===== src/rtl/multi_clock_divider.sv =====
// Multi-channel runtime-programmable clock divider / tick generator.
// Each channel emits a divided square wave and a one-cycle tick at period start.
// Divisor updates from the valid/ready port land glitch-free on a period boundary.
// Optional macro MCD_CASCADE_EN: channel i>0 advances only on tick[i-1].
module multi_clock_divider #(
  parameter  int unsigned CH          = 4,
  parameter  int unsigned W           = 16,
  parameter  int unsigned DEFAULT_DIV = 4,
  localparam int unsigned CW          = (CH > 1) ? $clog2(CH) : 1
) (
  input  logic          clk,
  input  logic          rst,
  input  logic [CH-1:0] ch_en,
  input  logic          cfg_valid,
  output logic          cfg_ready,
  input  logic [CW-1:0] cfg_ch,
  input  logic [W-1:0]  cfg_div,
  output logic [CH-1:0] pending,
  output logic [CH-1:0] clk_out,
  output logic [CH-1:0] tick
);

  typedef enum logic {
    ST_IDLE = 1'b0,
    ST_RUN  = 1'b1
  } state_e;

  logic [W-1:0] div_cl;

  // Divisors below 2 cannot form a square wave; store them as 2.
  assign div_cl = (cfg_div < W'(2)) ? W'(2) : cfg_div;

  // Ready unless the addressed channel still holds an unpromoted shadow.
  always_comb begin
    cfg_ready = 1'b1;
    for (int i = 0; i < int'(CH); i++) begin
      if (cfg_ch == CW'(i)) cfg_ready = ~pending[i];
    end
  end

  for (genvar i = 0; i < int'(CH); i++) begin : g_ch
    state_e       state_q, state_d;
    logic [W-1:0] cnt_q, cnt_d;
    logic [W-1:0] act_q, act_d;
    logic [W-1:0] shd_q, shd_d;
    logic [W-1:0] div_use;
    logic         pend_q, pend_d;
    logic         clk_q, clk_d;
    logic         tick_q, tick_d;
    logic         acc;
    logic         adv;

    assign acc = cfg_valid && cfg_ready && (cfg_ch == CW'(i));

    if (i == 0) begin : g_free
      assign adv = 1'b1;
    end else begin : g_chain
`ifdef MCD_CASCADE_EN
      assign adv = tick[i-1];
`else
      assign adv = 1'b1;
`endif
    end

    // State and output registers; reset overrides any handshake.
    always_ff @(posedge clk) begin
      if (rst) begin
        state_q <= ST_IDLE;
        cnt_q   <= '0;
        act_q   <= W'(DEFAULT_DIV);
        shd_q   <= '0;
        pend_q  <= 1'b0;
        clk_q   <= 1'b0;
        tick_q  <= 1'b0;
      end else begin
        state_q <= state_d;
        cnt_q   <= cnt_d;
        act_q   <= act_d;
        shd_q   <= shd_d;
        pend_q  <= pend_d;
        clk_q   <= clk_d;
        tick_q  <= tick_d;
      end
    end

    // Next-state, counter, divisor promotion and next output values.
    always_comb begin
      state_d = state_q;
      cnt_d   = cnt_q;
      act_d   = act_q;
      shd_d   = shd_q;
      pend_d  = pend_q;
      clk_d   = 1'b0;
      tick_d  = 1'b0;
      div_use = act_q;
      case (state_q)
        ST_IDLE: begin
          cnt_d = '0;
          if (pend_q) begin
            act_d  = shd_q;
            pend_d = 1'b0;
          end
          if (acc) act_d = div_cl;
          if (ch_en[i]) begin
            state_d = ST_RUN;
            clk_d   = 1'b1;
            tick_d  = 1'b1;
          end
        end
        ST_RUN: begin
          if (!ch_en[i]) begin
            state_d = ST_IDLE;
            cnt_d   = '0;
          end else if (adv) begin
            if (cnt_q == act_q - W'(1)) begin
              cnt_d = '0;
              if (pend_q) begin
                act_d   = shd_q;
                pend_d  = 1'b0;
                div_use = shd_q;
              end
            end else begin
              cnt_d = cnt_q + W'(1);
            end
            clk_d  = (cnt_d < (div_use >> 1));
            tick_d = (cnt_d == '0);
          end else begin
            clk_d = clk_q;
          end
          // Shadow write; accept implies no pending, so a same-edge wrap used the old divisor.
          if (acc) begin
            shd_d  = div_cl;
            pend_d = 1'b1;
          end
        end
        default: state_d = ST_IDLE;
      endcase
    end

    assign pending[i] = pend_q;
    assign clk_out[i] = clk_q;
    assign tick[i]    = tick_q;
  end

endmodule


===== config.mk =====
export PLATFORM = sky130hd
export DESIGN_NAME = multi_clock_divider
export DESIGN_NICKNAME = d
export VERILOG_FILES = /design/src/rtl/multi_clock_divider.sv
export SDC_FILE = /design/constraint.sdc
export NUM_CORES = 1
export LEC_CHECK = 0
export CORE_UTILIZATION = 45
export CTS_CLUSTER_DIAMETER = 60
export DETAILED_ROUTE_END_ITERATION = 8
export SLEW_MARGIN = 30
export SYNTH_ARGS = -nofsm -noshare
export SYNTH_HDL_FRONTEND = slang
export SYNTH_SLANG_ARGS = --single-unit

===== constraint.sdc =====
create_clock -name clk -period 5.35 [get_ports clk]
set_input_delay 1.07 -clock clk [delete_from_list [all_inputs] [get_ports clk]]
set_output_delay 1.07 -clock clk [all_outputs]
set_load 0.05 [all_outputs]

-- Word-level counts from Yosys, hierarchy flattened
Index checks and enable logic that the tools add are counted.
- register bits: 208
- bits in latches: 0
- RAM bits: 0
- bits in read-only memories: 0
- input bits: 25
- output and inout port bits: 13
- logic and storage cells: 171
- memories: 0
- add/sub/neg operators: 8
- multipliers: 0
- div/mod/pow operators: 0
- $lt $le $gt $ge: 5
- equal/unequal tests: 19
- shifts and indexed selects: 0
- multiplexer cells: 85
- bitwise logic cells: 8
- reduce and logical (&&, ||, !) cells: 18
- operators with widths (kind ; count):
    $mux 16 ; 37
    $pmux 16 s2 ; 8
    $add 16x1->16 const B ; 4
    $eq 16x16->1 ; 4
    $logic_not 16->1 ; 4
    $lt 16x15->1 ; 4
    $sub 16x1->16 const B ; 4
    $mux 1 ; 28
    $pmux 1 s2 ; 12
    $lt 16x2->1 const B ; 1
    $reduce_and 2->1 ; 8
    $ne 3x1->1 const B ; 4
    $ne 3x2->1 const B ; 4
    $ne 2x2->1 const B ; 4
    $not 1->1 ; 8
    $logic_and 1x1->1 ; 5
    $eq 2x2->1 const B ; 2
    $eq 2x1->1 const B ; 1
    $logic_not 2->1 ; 1

-- Longest topological paths before layout
Gate-level depths: netlist of the first run.
- depth after elaboration: 9
- mapped depth: 22
- gate-level depth less buffers: 19

-- Least setup slack after synthesis of the first run
Ideal clock, no wire load.
- path type: register -> register
- from: register g_ch[0].act_q[4]
- to: register g_ch[0].clk_q
- setup time: 0.074 ns
- arrival time: 4.682 ns
- data required time: 5.276 ns
- path slack: 0.594 ns
- cell stages (with the launch flop): 22
- buffers on the path: 5
- cell sequence: dfxtp_1 buf_6 or4_1 buf_6 or4_1 xnor2_1 a221o_1 or4b_1 buf_6 nor2_1 clkbuf_1 clkbuf_1 nor2_1 ha_1 a21o_1 a21o_1 a21o_1 a21oi_1 nor2b_1 o21ai_0 a31oi_1 a31oi_1
- longest elaborated chain between the ends: 8
- elaborated cells between the ends (all ways): 12
- those cells by class: add/sub: 1; order compare: 1; eq/ne: 1; mux: 9
- RTL lines (element ; RTL line ; text):
    start: declaration ; 44 ; logic [W-1:0] act_q, act_d;
    start signal: assignment ; 70 ; act_q <= W'(DEFAULT_DIV);
    start signal: assignment ; 78 ; act_q <= act_d;
    $sub 16x1->16 ; 115 ; if (cnt_q == act_q - W'(1)) begin
    $eq 16x16->1 ; 115 ;
    $mux 16 ; 115 ;
    $mux 16 ; 111 ; if (!ch_en[i]) begin
    $mux 16 ; 96 ; case (state_q)
    $lt 16x15->1 (*) ; 125 ; clk_d = (cnt_d < (div_use >> 1));
    $mux 1 (*) ; 111 ;
    $pmux 1 s2 (*) ; 96 ;
    end signal: assignment ; 81 ; clk_q <= clk_d;
    end: declaration ; 48 ; logic clk_q, clk_d;
Mark *: on every way between the ends. The rest lies on a longest branch, timed or not. The select of a mux whose other input is x is not followed.
A chain may end at the register's enable or synchronous reset.

-- Worst setup path in the final report of the first run
Ends and elaborated chain as after synthesis.

==> results.rst, run 1 <==
.. list-table::
   :header-rows: 1

   * - Metric
     - Value
   * - Status
     - completed
   * - Mapped Nets
     - 1987
   * - Final Net Count
     - 1913
   * - Residual DRC count
     - 0
   * - Synthesized instance count
     - 1898
   * - Slew Limit Headroom
     - 0.408
   * - Fraction of synthesized cell area taken by the top area cell type
     - 0.283
   * - Yosys cell types
     - 78
   * - Ratio of cells with drive above 1 in the final layout
     - 0.0527
   * - Sequential fraction of the synthesis area
     - 0.283
   * - Die W
     - 183 um
   * - Die Ht
     - 183 um
   * - Post-synthesis to final-layout area growth
     - 8.75%
   * - Unrepaired setup endpoints after global routing
     - false
   * - Diodes inserted
     - 0
   * - Crit path DAT
     - 5470 ps
   * - Global-route total usage across every layer
     - 0.248
   * - Hold_ws
     - 487 ps
   * - Most common library cells after synthesis
     - 293 x nor2_1, 208 x dfxtp_1, 180 x mux2i_1
   * - Area of the multi-input gates
     - 0.00965 sq mm
   * - CTS tree
     - done
   * - Wire length on met2
     - 19.5 mm
   * - Area enclosed by the die boundary
     - 0.0334 sq mm
   * - Synth warn
     - 0
   * - CTS sink cnt
     - 208
   * - Sum of buffers and inverters on the critical path
     - 0
   * - Total power consumption of the routed design
     - 0.00408 W
   * - Core outline area
     - 0.0318 sq mm
   * - Share of flip-flops with an asynchronous set or reset after synthesis
     - 0
   * - P_leak
     - 6.15 nW
   * - Worst setup path class
     - reg -> reg
   * - Flip-flop cell with the highest count after synthesis
     - dfxtp_1
   * - Cell Pwr Density
     - 255 mW/mm^2
   * - Number of max-cap violations
     - 0
   * - Root Driver
     - clkbuf_16
   * - Number of global-route vias before repair
     - 12285
   * - Metal-1 WL
     - 19.3 mm
   * - Clock edge transition at the registers on the reported setup and hold paths
     - 60 ps
   * - Min cycle time layout
     - 4990 ps
   * - Dominant cell by count in the synthesized netlist
     - nor2_1
   * - Wirelength, routed
     - 41.6 mm
   * - Dominant cell type by count on the critical path
     - a21o_1
   * - Detail Route Antenna Nets
     - 0
   * - Post-Place Cell Area
     - 0.0151 sq mm
   * - Data required, critical path
     - 5820 ps
   * - Post-synthesis cell type with the largest combined area
     - dfxtp_1
   * - DR iter-0 viols
     - 1025
   * - Number of buffers inserted for hold repair after clock tree synthesis
     - 0
   * - Total of buffers placed on input and output ports
     - 37
   * - Final global-route overflow total
     - 0
   * - First-pass iteration count of the detailed router
     - 5
   * - Slew at the pin with the worst max-slew slack
     - 888 ps
   * - Avg WL per Cell
     - 18.3 um
   * - Pin count of the biggest net entering global routing
     - 74
   * - Vias
     - 13180
   * - Hold Crit Class
     - reg -> reg
   * - Length of routed met3 wiring
     - 2.12 mm
   * - Standard-cell rows
     - 65
   * - Hpwl dp
     - 30.0 mm
   * - Summed negative setup slack over all endpoints
     - 0 ps
   * - IO Count
     - 38
   * - Mean instance size in the synthesized netlist
     - 7.74 sq um
   * - Synth area leaders
     - dfxtp_1 28%, mux2i_1 12%, nor2_1 7.5%
   * - FF/Latch Area
     - 0.00416 sq mm
   * - Filler cell count in the final layout
     - 3100
   * - Maximum resistive drop on vdd
     - 0.000217 V
   * - Number of flip-flops and latches in the synthesized netlist
     - 208
   * - Vias/cell
     - 5.79
   * - Maximum operating frequency
     - 200 MHz
   * - Global-route wire length before repair
     - 67.1 mm
   * - Top fanout value on the critical path
     - 9
   * - Critical Path Max Stage Delay
     - 740 ps
   * - Final non-filler cell area
     - 0.0160 sq mm
   * - Max Buffers Root-to-Sink
     - 3
   * - Gp weighted congestion
     - 0.906
   * - Post-Synthesis Cell Area
     - 0.0147 sq mm
   * - Post-route clock skew
     - 12.3 ps
   * - Critical path startpoint category
     - flop
   * - Critical path's top delay family
     - simple AND/OR/NAND/NOR gates
   * - Number of synthesized flops with an enable pin
     - 0
   * - Hold Violations, Final
     - 0
   * - Post-cts gate resize count
     - 0
   * - CTS Buf Count
     - 27
   * - Critical path endpoint category
     - flop
   * - Final setup violation count
     - 0
   * - Postcts setup bufs
     - 0
   * - Worst skew pair latency
     - 540 ps
   * - Top layer used by detailed routing
     - met4
   * - Fin crit share
     - 0.933
   * - Critical path, cell by cell
     - or4_1, or4_1, xnor2_1, a221o_1, or4b_1, nor2_1, nand2_1, mux2i_1, ha_1, a21o_1, a21o_1, a21o_1, a21oi_1, nor2b_1, o21ai_0, a31oi_1, a31oi_1
   * - CTS H-tree lvls
     - 1
   * - Final Max Tran Viols
     - 0
   * - Fraction of the core area covered by cells at the end of the flow
     - 0.502
   * - Initial Util
     - 0.462
   * - Initial antenna violation count
     - 0
   * - Library cell contributing the largest single delay on the critical path
     - or4_1
logic make-up after synthesis:
kind of cell,after synthesis,synth area share
adders and majority gates,64,0.0545
DFF,208,0.283
buffers and inverters,205,0.0598
AOI/OAI and AO/OA,367,0.159
xor gates and xnor gates,129,0.0769
and+or+nand+nor,742,0.240
muxes,183,0.126
worst paths after layout:
path                          start  cells past startpoint  slack [ps]                 to
setup / recovery   g_ch[0].act_q[4]                     17         360      g_ch[0].clk_q
setup reg to reg   g_ch[0].act_q[4]                     17         360      g_ch[0].clk_q
hold reg to reg   g_ch[1].shd_q[13]                      2         490  g_ch[1].shd_q[13]
hold / removal    g_ch[1].shd_q[13]                      2         490  g_ch[1].shd_q[13]
state kept, by name, indices dropped and copies added, names as in the netlist:
name,flops
g_ch.act_q,64
g_ch.clk_q,4
g_ch.cnt_q,64
g_ch.pend_q,4
g_ch.shd_q,64
g_ch.state_q,4
g_ch.tick_q,4
where the power goes:
| group | internal, W | switching [W] |
|---|---|---|
| Sequential | 0.00160 | 0.0000916 |
| Clock | 0.00110 | 0.000704 |
| Combinational | 0.000235 | 0.000340 |
through the flow:
| step | worst slack [ps] | cells |
|---|---|---|
| floorplan | 594 | 1898 |
| global placement | 459 | 2228 |
| detailed placement | 431 | 2229 |
| CTS | 422 | 2274 |
| global route | 26.2 | 2275 |
| finish | 357 | 2275 |
final cells by class:
cell class                 instances  area share
timing repair buffer              69      0.0388
clock inverter                    10     0.00846
clock buffer                      35      0.0461
sequential                       208       0.261
inverter                          33     0.00775
tap                              435      0.0341
multi-input combinational       1485       0.604
cells in the final DEF, fill, tap and decap left out, types with 49 or more instances in the layout:
cell type,Yosys,final
nor3_1,51,51
a211oi_1,73,73
dfxtp_1,208,208
nor2_1,293,292
xnor2_1,70,70
xor2_1,59,59
ha_1,64,64
nand2_1,166,166
nand3_1,49,49
mux2i_1,180,180
a21oi_1,151,151
routing by layer:
layer  global-route usage  vias up
li1                     -     6580
met1                0.339     6243
met2                0.414      309
met3               0.0313       48
met4               0.0571        0
met5                    0        -
worst register-to-register path: cells and delay by family (launching register included):
| family | cells | cell delay [ps] |
|---|---|---|
| simple gates | 6 | 2490 |
| compound gates | 8 | 1380 |
| xor+xnor | 1 | 140 |
| flops | 1 | 390 |
| mux | 1 | 270 |
| fa+ha+maj | 1 | 270 |
Note: power is estimated with default switching activity, not from simulation.
==> run 2: changes to the inputs <==
--- a/config.mk
+++ b/config.mk
@@ -5,8 +5,9 @@
 export SDC_FILE = /design/constraint.sdc
 export NUM_CORES = 1
 export LEC_CHECK = 0
+export CORE_MARGIN = 4
 export CORE_UTILIZATION = 45
-export CTS_CLUSTER_DIAMETER = 60
+export CTS_CLUSTER_DIAMETER = 40
 export DETAILED_ROUTE_END_ITERATION = 8
 export SLEW_MARGIN = 30
 export SYNTH_ARGS = -nofsm -noshare
==> run 2 against run 1 <==
  * Combinational power about the same
  * Cell count increased by 1.6%
  * Clock power increased by 56%
  * Register-to-register slack improved by 50 ps
  * Critical path type unchanged
  * Critical endpoint is now g_ch[2].clk_q
  * Highest routed layer unchanged
==> results.rst, run 2 (synthesized netlist as in run 1, its figures left out) <==
.. list-table::
   :header-rows: 1

   * - Metric
     - Value
   * - Most crowded layer after global routing
     - met2
   * - Fin crit share
     - 0.924 (-0.00902)
   * - Final worst slack
     - 406 ps (+48.3 ps)
   * - Worst setup path class
     - reg -> reg
   * - Hold path start
     - g_ch[1].shd_q[8]
   * - Filler cell count in the final layout
     - 3156 (+1.8%)
   * - Vias
     - 13463 (+2.1%)
   * - Pin count of the biggest net entering global routing
     - 59 (-20%)
   * - Slew at the pin with the worst max-slew slack
     - 938 ps (+50.7 ps)
   * - Number of global-route vias before repair
     - 12895 (+5.0%)
   * - Worst R2R Start
     - g_ch[2].act_q[0]
   * - Filler-free cell count of the finished design
     - 2311 (+1.6%)
   * - Max Buffers Root-to-Sink
     - 3 (unchanged)
   * - Maximum resistive drop on vdd
     - 0.000244 V (+12%)
   * - Hold_ws
     - 488 ps (+0.956 ps)
   * - Final Net Count
     - 1932 (+0.99%)
   * - End of the worst register-to-register path
     - g_ch[2].clk_q
   * - Global-route total usage across every layer
     - 0.232 (-0.0166)
   * - Detail Route Antenna Nets
     - 0 (unchanged)
   * - Worst skew pair latency
     - 530 ps (about the same)
   * - Clock edge transition at the registers on the reported setup and hold paths
     - 50 ps (about the same)
   * - Wirelength, routed
     - 42.4 mm (+1.8%)
   * - Gp weighted congestion
     - 0.896 (-1.1%)
   * - Die W
     - 189 um (+3.3%)
   * - Standard-cell rows
     - 65 (unchanged)
   * - Unrepaired setup endpoints after global routing
     - false
   * - Root Driver
     - clkbuf_16
   * - Status
     - completed
   * - Final global-route overflow total
     - 0 (unchanged)
   * - First-pass iteration count of the detailed router
     - 6 (+1)
   * - Area enclosed by the die boundary
     - 0.0356 sq mm (+6.7%)
   * - CTS sink cnt
     - 208 (unchanged)
   * - CTS tree
     - done
   * - Hold Crit Class
     - reg -> reg
   * - Diodes inserted
     - 0 (unchanged)
   * - Min cycle time layout
     - 4940 ps (-48.3 ps)
   * - Final non-filler cell area
     - 0.0167 sq mm (+4.2%)
   * - Routing usage on met2
     - 0.382 (-0.0316)
   * - Summed negative setup slack over all endpoints
     - 0 ps (unchanged)
   * - Vias/cell
     - 5.83 (+0.56%)
   * - Die Ht
     - 189 um (+3.3%)
   * - Hpwl dp
     - 30.2 mm (+0.77%)
   * - Most common cell after layout, fill and taps aside
     - nor2_1
   * - P_leak
     - 6.50 nW (+5.6%)
   * - Global Route met1 Usage
     - 0.313 (-0.0266)
   * - Post-Place Cell Area
     - 0.0151 sq mm (+0.28%)
   * - Routing usage on met3
     - 0.0371 (+0.00572)
   * - CTS H-tree lvls
     - 2 (+1)
   * - IO Count
     - 38 (unchanged)
   * - Commonest cells after routing, fill and taps aside
     - 293 x nor2_1, 208 x dfxtp_1, 180 x mux2i_1
   * - Post-synthesis to final-layout area growth
     - 13.4%
   * - Number of buffers inserted for hold repair after clock tree synthesis
     - 0 (unchanged)
   * - Hold Violations, Final
     - 0 (unchanged)
   * - Avg WL per Cell
     - 18.3 um (+0.22%)
   * - DR iter-0 viols
     - 972 (-5.2%)
   * - R2R cell count
     - 18 (+1)
   * - Number of max-cap violations
     - 0 (unchanged)
   * - Crit path DAT
     - 5390 ps (-80 ps)
   * - CTS Buf Count
     - 41 (+52%)
   * - Initial Util
     - 0.461 (-0.00118)
   * - Critical path endpoint category
     - flop
   * - Top fanout value on the critical path
     - 11 (+2)
   * - Critical path startpoint category
     - flop
   * - Pre-CTS setup slack
     - 228 ps (-203 ps)
   * - Initial antenna violation count
     - 0 (unchanged)
   * - End point of the most critical hold path
     - g_ch[1].shd_q[8]
   * - Postcts setup bufs
     - 0 (unchanged)
   * - Data required, critical path
     - 5790 ps (-30 ps)
   * - Total of buffers placed on input and output ports
     - 37 (unchanged)
   * - Ratio of cells with drive above 1 in the final layout
     - 0.0714 (+0.0187)
   * - Cell Pwr Density
     - 306 mW/mm^2 (+20%)
   * - Regs by FF count
     - g_ch.act_q x64, g_ch.cnt_q x64, g_ch.shd_q x64
   * - Post-route clock skew
     - 13.8 ps (+1.54 ps)
   * - Final setup violation count
     - 0 (unchanged)
   * - Total instance count after detailed placement
     - 2235 (+0.27%)
   * - Final Max Tran Viols
     - 0 (unchanged)
   * - Count of cells along the worst hold path
     - 2 (unchanged)
   * - Slack of the worst reg-to-reg path
     - 410 ps (+50 ps)
   * - Residual DRC count
     - 0 (unchanged)
   * - Slew Limit Headroom
     - 0.374 (-0.0338)
   * - Core outline area
     - 0.0319 sq mm (+0.26%)
   * - Maximum operating frequency
     - 202 MHz (+0.98%)
   * - Global-route wire length before repair
     - 68.6 mm (+2.2%)
run 2: changes by cell type in the layout (fill, tap and decap cells not counted), sizes merged:
| cell | delta |
|---|---|
| buf | +5 |
| clkinvlp | +1 |
| inv | +3 |
| clkbuf | +16 |
| clkinv | +6 |
| bufinv | +5 |
run 2: area by class of cell:
cell class	count	area [sq um]	area share
inverters	33	124	0.00744
repair buffers	74	649	0.0390
multi-input cells	1485	9650	0.580
well taps	435	544	0.0327
clock buffers	51	1160	0.0694
flip-flops and latches	208	4160	0.250
clock inverters	25	363	0.0218
run 2: per-stage QoR:
stage,utilization,power [W]
6_report,0.522,0.00510
5_1_grt,0.522,0.00529
4_1_cts,0.522,0.00514
3_5_place_dp,0.475,0.00229
3_3_place_gp,0.474,0.00228
2_1_floorplan,-,0.00214
run 2: worst max-delay path by stage:
stage / to / from / slack, ps
finish: g_ch[2].clk_q / g_ch[2].act_q[0] / 410
global route: g_ch[2].clk_q / g_ch[2].act_q[0] / 0.8
CTS: g_ch[0].clk_q / g_ch[0].act_q[4] / 200
detailed placement: g_ch[0].clk_q / g_ch[0].act_q[4] / 230
global placement: g_ch[0].clk_q / g_ch[0].act_q[4] / 320
floorplan: g_ch[0].clk_q / g_ch[0].act_q[4] / 590
run 2: routing by layer:
layer  vias to the layer above  wire length, um  share of wire
met5                         -                0              0
li1                       6641                -              -
met4                         0             1150          0.027
met2                       334            19600           0.46
met3                        76             2130          0.050
met1                      6412            19500           0.46
run 2: power by group:
group          leakage (nW)  total [W]  internal (W)  switching, W
clock                 0.747    0.00283       0.00193      0.000903
sequential             1.69    0.00169       0.00160     0.0000891
combinational          4.06   0.000578      0.000237      0.000341
total                  6.50    0.00510       0.00377       0.00133
run 2: critical path: stages, from the launching register on:
cell and delay (ps):
dfxtp_1 360, inv_1 90, ha_1 200, or4b_1 550, nor4_2 430, mux2_1 360, mux2i_1 120, a32oi_1 150
nor3_2 500, buf_4 340, mux2i_1 310, ha_1 300, a21oi_1 130, nor2b_1 60, o21ai_0 130, o21ai_0 110
o21ai_0 210, o2111ai_1 230, a22oi_1 270
run 2: timing repair:
action / CTS / global route
setup endpoints to repair: 0 / 1
hold endpoints to repair: 0 / 0
gates resized for setup: 0 / 1
==> run 3: changes to the inputs <==
==> constraint.sdc (replaced) <==
create_clock -name clk -period 5.35 [get_ports clk]
set_input_delay 1.3375 -clock clk [delete_from_list [all_inputs] [get_ports clk]]
set_output_delay 1.3375 -clock clk [all_outputs]
set_load 0.05 [all_outputs]
==> run 3 against run 2 <==
  * Global-route usage decreased by 0.13 points
  * Critical path depth down 1
  * Register-to-register slack got worse by 50 ps
  * Combinational power about the same
  * Clock power rose by 1%
  * Sequential share of layout area down 0.058 points
  * Non-clock buffer count unchanged
  * Final area rose by 0.23%
==> results.rst, run 3 (synthesized netlist as in run 1, its figures left out) <==
.. list-table::
   :header-rows: 1

   * - Metric
     - Value
   * - CTS tree
     - done
   * - Summed negative setup slack over all endpoints
     - 0 ps (unchanged)
   * - Postcts setup bufs
     - 0 (unchanged)
   * - Max Buffers Root-to-Sink
     - 3 (unchanged)
   * - Wirelength, routed
     - 42.0 mm (-0.81%)
   * - Die Ht
     - 189 um (unchanged)
   * - Detail Route Antenna Nets
     - 0 (unchanged)
   * - Post-synthesis to final-layout area growth
     - 13.6%
   * - Fin crit share
     - 0.934 (+0.00951)
   * - Total of buffers placed on input and output ports
     - 37 (unchanged)
   * - Pre-CTS setup slack
     - 488 ps (+259 ps)
   * - Standard-cell rows
     - 65 (unchanged)
   * - Crit path DAT
     - 5440 ps (+50 ps)
   * - Maximum operating frequency
     - 200 MHz (-1.0%)
   * - CTS H-tree lvls
     - 2 (unchanged)
   * - Die W
     - 189 um (unchanged)
   * - Unrepaired setup endpoints after global routing
     - false
   * - Data required, critical path
     - 5800 ps (about the same)
   * - P_leak
     - 6.48 nW (-0.20%)
   * - Slew at the pin with the worst max-slew slack
     - 931 ps (-7.70 ps)
   * - Slew Limit Headroom
     - 0.380 (+0.00513)
   * - Critical path endpoint category
     - flop
   * - Worst setup path class
     - reg -> reg
   * - Number of buffers inserted for hold repair after clock tree synthesis
     - 0 (unchanged)
   * - Hold Violations, Final
     - 0 (unchanged)
   * - Number of global-route vias before repair
     - 12679 (-1.7%)
   * - Vias
     - 13359 (-0.77%)
   * - CTS Buf Count
     - 42 (+2.4%)
   * - First-pass iteration count of the detailed router
     - 6 (unchanged)
   * - Hpwl dp
     - 29.5 mm (-2.4%)
   * - Worst skew pair latency
     - 550 ps (+20 ps)
   * - Global-route total usage across every layer
     - 0.230 (-0.00125)
   * - Gp weighted congestion
     - 0.918 (+2.5%)
   * - Clock edge transition at the registers on the reported setup and hold paths
     - 50 ps (about the same)
   * - Most common cell after layout, fill and taps aside
     - nor2_1
   * - R2R cell count
     - 17 (-1)
   * - Global-route wire length before repair
     - 67.9 mm (-1.1%)
   * - Status
     - completed
   * - Fraction of the core area covered by cells at the end of the flow
     - 0.524 (+0.00122)
   * - Final global-route overflow total
     - 0 (unchanged)
   * - Critical path startpoint category
     - flop
   * - Regs by FF count
     - g_ch.act_q x64, g_ch.cnt_q x64, g_ch.shd_q x64
   * - Diodes inserted
     - 0 (unchanged)
   * - Vias/cell
     - 5.78 (-0.82%)
   * - Final Max Tran Viols
     - 0 (unchanged)
   * - Root Driver
     - clkbuf_16
   * - Post-route clock skew
     - 9.94 ps (-3.85 ps)
   * - Area enclosed by the die boundary
     - 0.0356 sq mm (unchanged)
   * - IO Count
     - 38 (unchanged)
   * - Residual DRC count
     - 0 (unchanged)
   * - Filler cell count in the final layout
     - 3073 (-2.6%)
   * - DR iter-0 viols
     - 1029 (+5.9%)
   * - Initial Util
     - 0.461 (unchanged)
   * - Final setup violation count
     - 0 (unchanged)
   * - Final worst slack
     - 355 ps (-50.9 ps)
   * - Hold Crit Class
     - reg -> reg
   * - Top fanout value on the critical path
     - 10 (-1)
   * - CTS sink cnt
     - 208 (unchanged)
   * - Count of cells along the worst hold path
     - 2 (unchanged)
   * - Commonest cells after routing, fill and taps aside
     - 292 x nor2_1, 208 x dfxtp_1, 180 x mux2i_1
   * - Maximum resistive drop on vdd
     - 0.000250 V (+2.4%)
   * - Avg WL per Cell
     - 18.2 um (-0.85%)
   * - Min cycle time layout
     - 5000 ps (+50.9 ps)
   * - Pin count of the biggest net entering global routing
     - 81 (+37%)
   * - Final Net Count
     - 1933 (+0.052%)
   * - Initial antenna violation count
     - 2 (+2)
   * - Post-cts gate resize count
     - 0 (unchanged)
   * - Core outline area
     - 0.0319 sq mm (unchanged)
   * - Cell Pwr Density
     - 308 mW/mm^2 (+0.69%)
   * - Ratio of cells with drive above 1 in the final layout
     - 0.0741 (+0.00263)
   * - Number of max-cap violations
     - 0 (unchanged)
-- run 3: cell types whose count changed in the layout (fill, tap and decap cells not counted), sizes merged --
cell | previous run | this run
bufinv | 8 | 7
clkbuf | 51 | 49
clkinv | 11 | 8
clkinvlp | 2 | 10
inv | 37 | 36
-- run 3: metal layers --
metal  wire length (um)  GRT usage  up-vias
met5                 33          0        -
met1              19500      0.316     6303
met4                937     0.0645        4
met3               2330     0.0430       76
li1                   -          -     6641
met2              19200      0.372      335
-- run 3: area by class of cell --
class	instances	area, sq um	share of cell area
clock buffers	49	1180	0.0708
clock inverters	28	367	0.0220
inverters	33	124	0.00742
well taps	435	544	0.0326
multi-input cells	1485	9660	0.579
repair buffers	74	649	0.0389
flip-flops and latches	208	4160	0.249
-- run 3: path summary, 6_finish.rpt --
check                   startpoint          endpoint  slack (ps)
setup / recovery  g_ch[2].act_q[0]     g_ch[2].clk_q         350
hold / removal    g_ch[1].shd_q[8]  g_ch[1].shd_q[8]         490
setup reg to reg  g_ch[2].act_q[0]     g_ch[2].clk_q         350
hold reg to reg   g_ch[1].shd_q[8]  g_ch[1].shd_q[8]         490
-- run 3: worst max-delay path, stage by stage, from the launching register on --
cell and delay (ps):
dfxtp_1 350, inv_1 100, ha_1 200, or4b_1 550, nor4_2 460, mux2_1 360, mux2i_1 120, a32oi_1 140
nor3_2 540, buf_4 330, mux2i_1 270, ha_1 280, a21o_1 160, a21oi_1 180, o21ai_0 110, o21ai_0 200
o2111ai_1 220, a22oi_1 300
-- run 3: where the power goes --
group          internal (W)  total [W]  switching (W)
Sequential          0.00160    0.00169      0.0000907
Combinational      0.000238   0.000578       0.000339
Clock               0.00193    0.00287       0.000949
-- run 3: per-stage QoR --
stage	hold WS (ps)	cell area (sq um)	power, W	std cells
finish	493	16700	0.00515	2312
global route	518	16700	0.00534	2312
CTS	489	16700	0.00519	2311
detailed placement	479	15100	0.00229	2234
global placement	471	15100	0.00228	2234
floorplan	454	14700	0.00214	1898
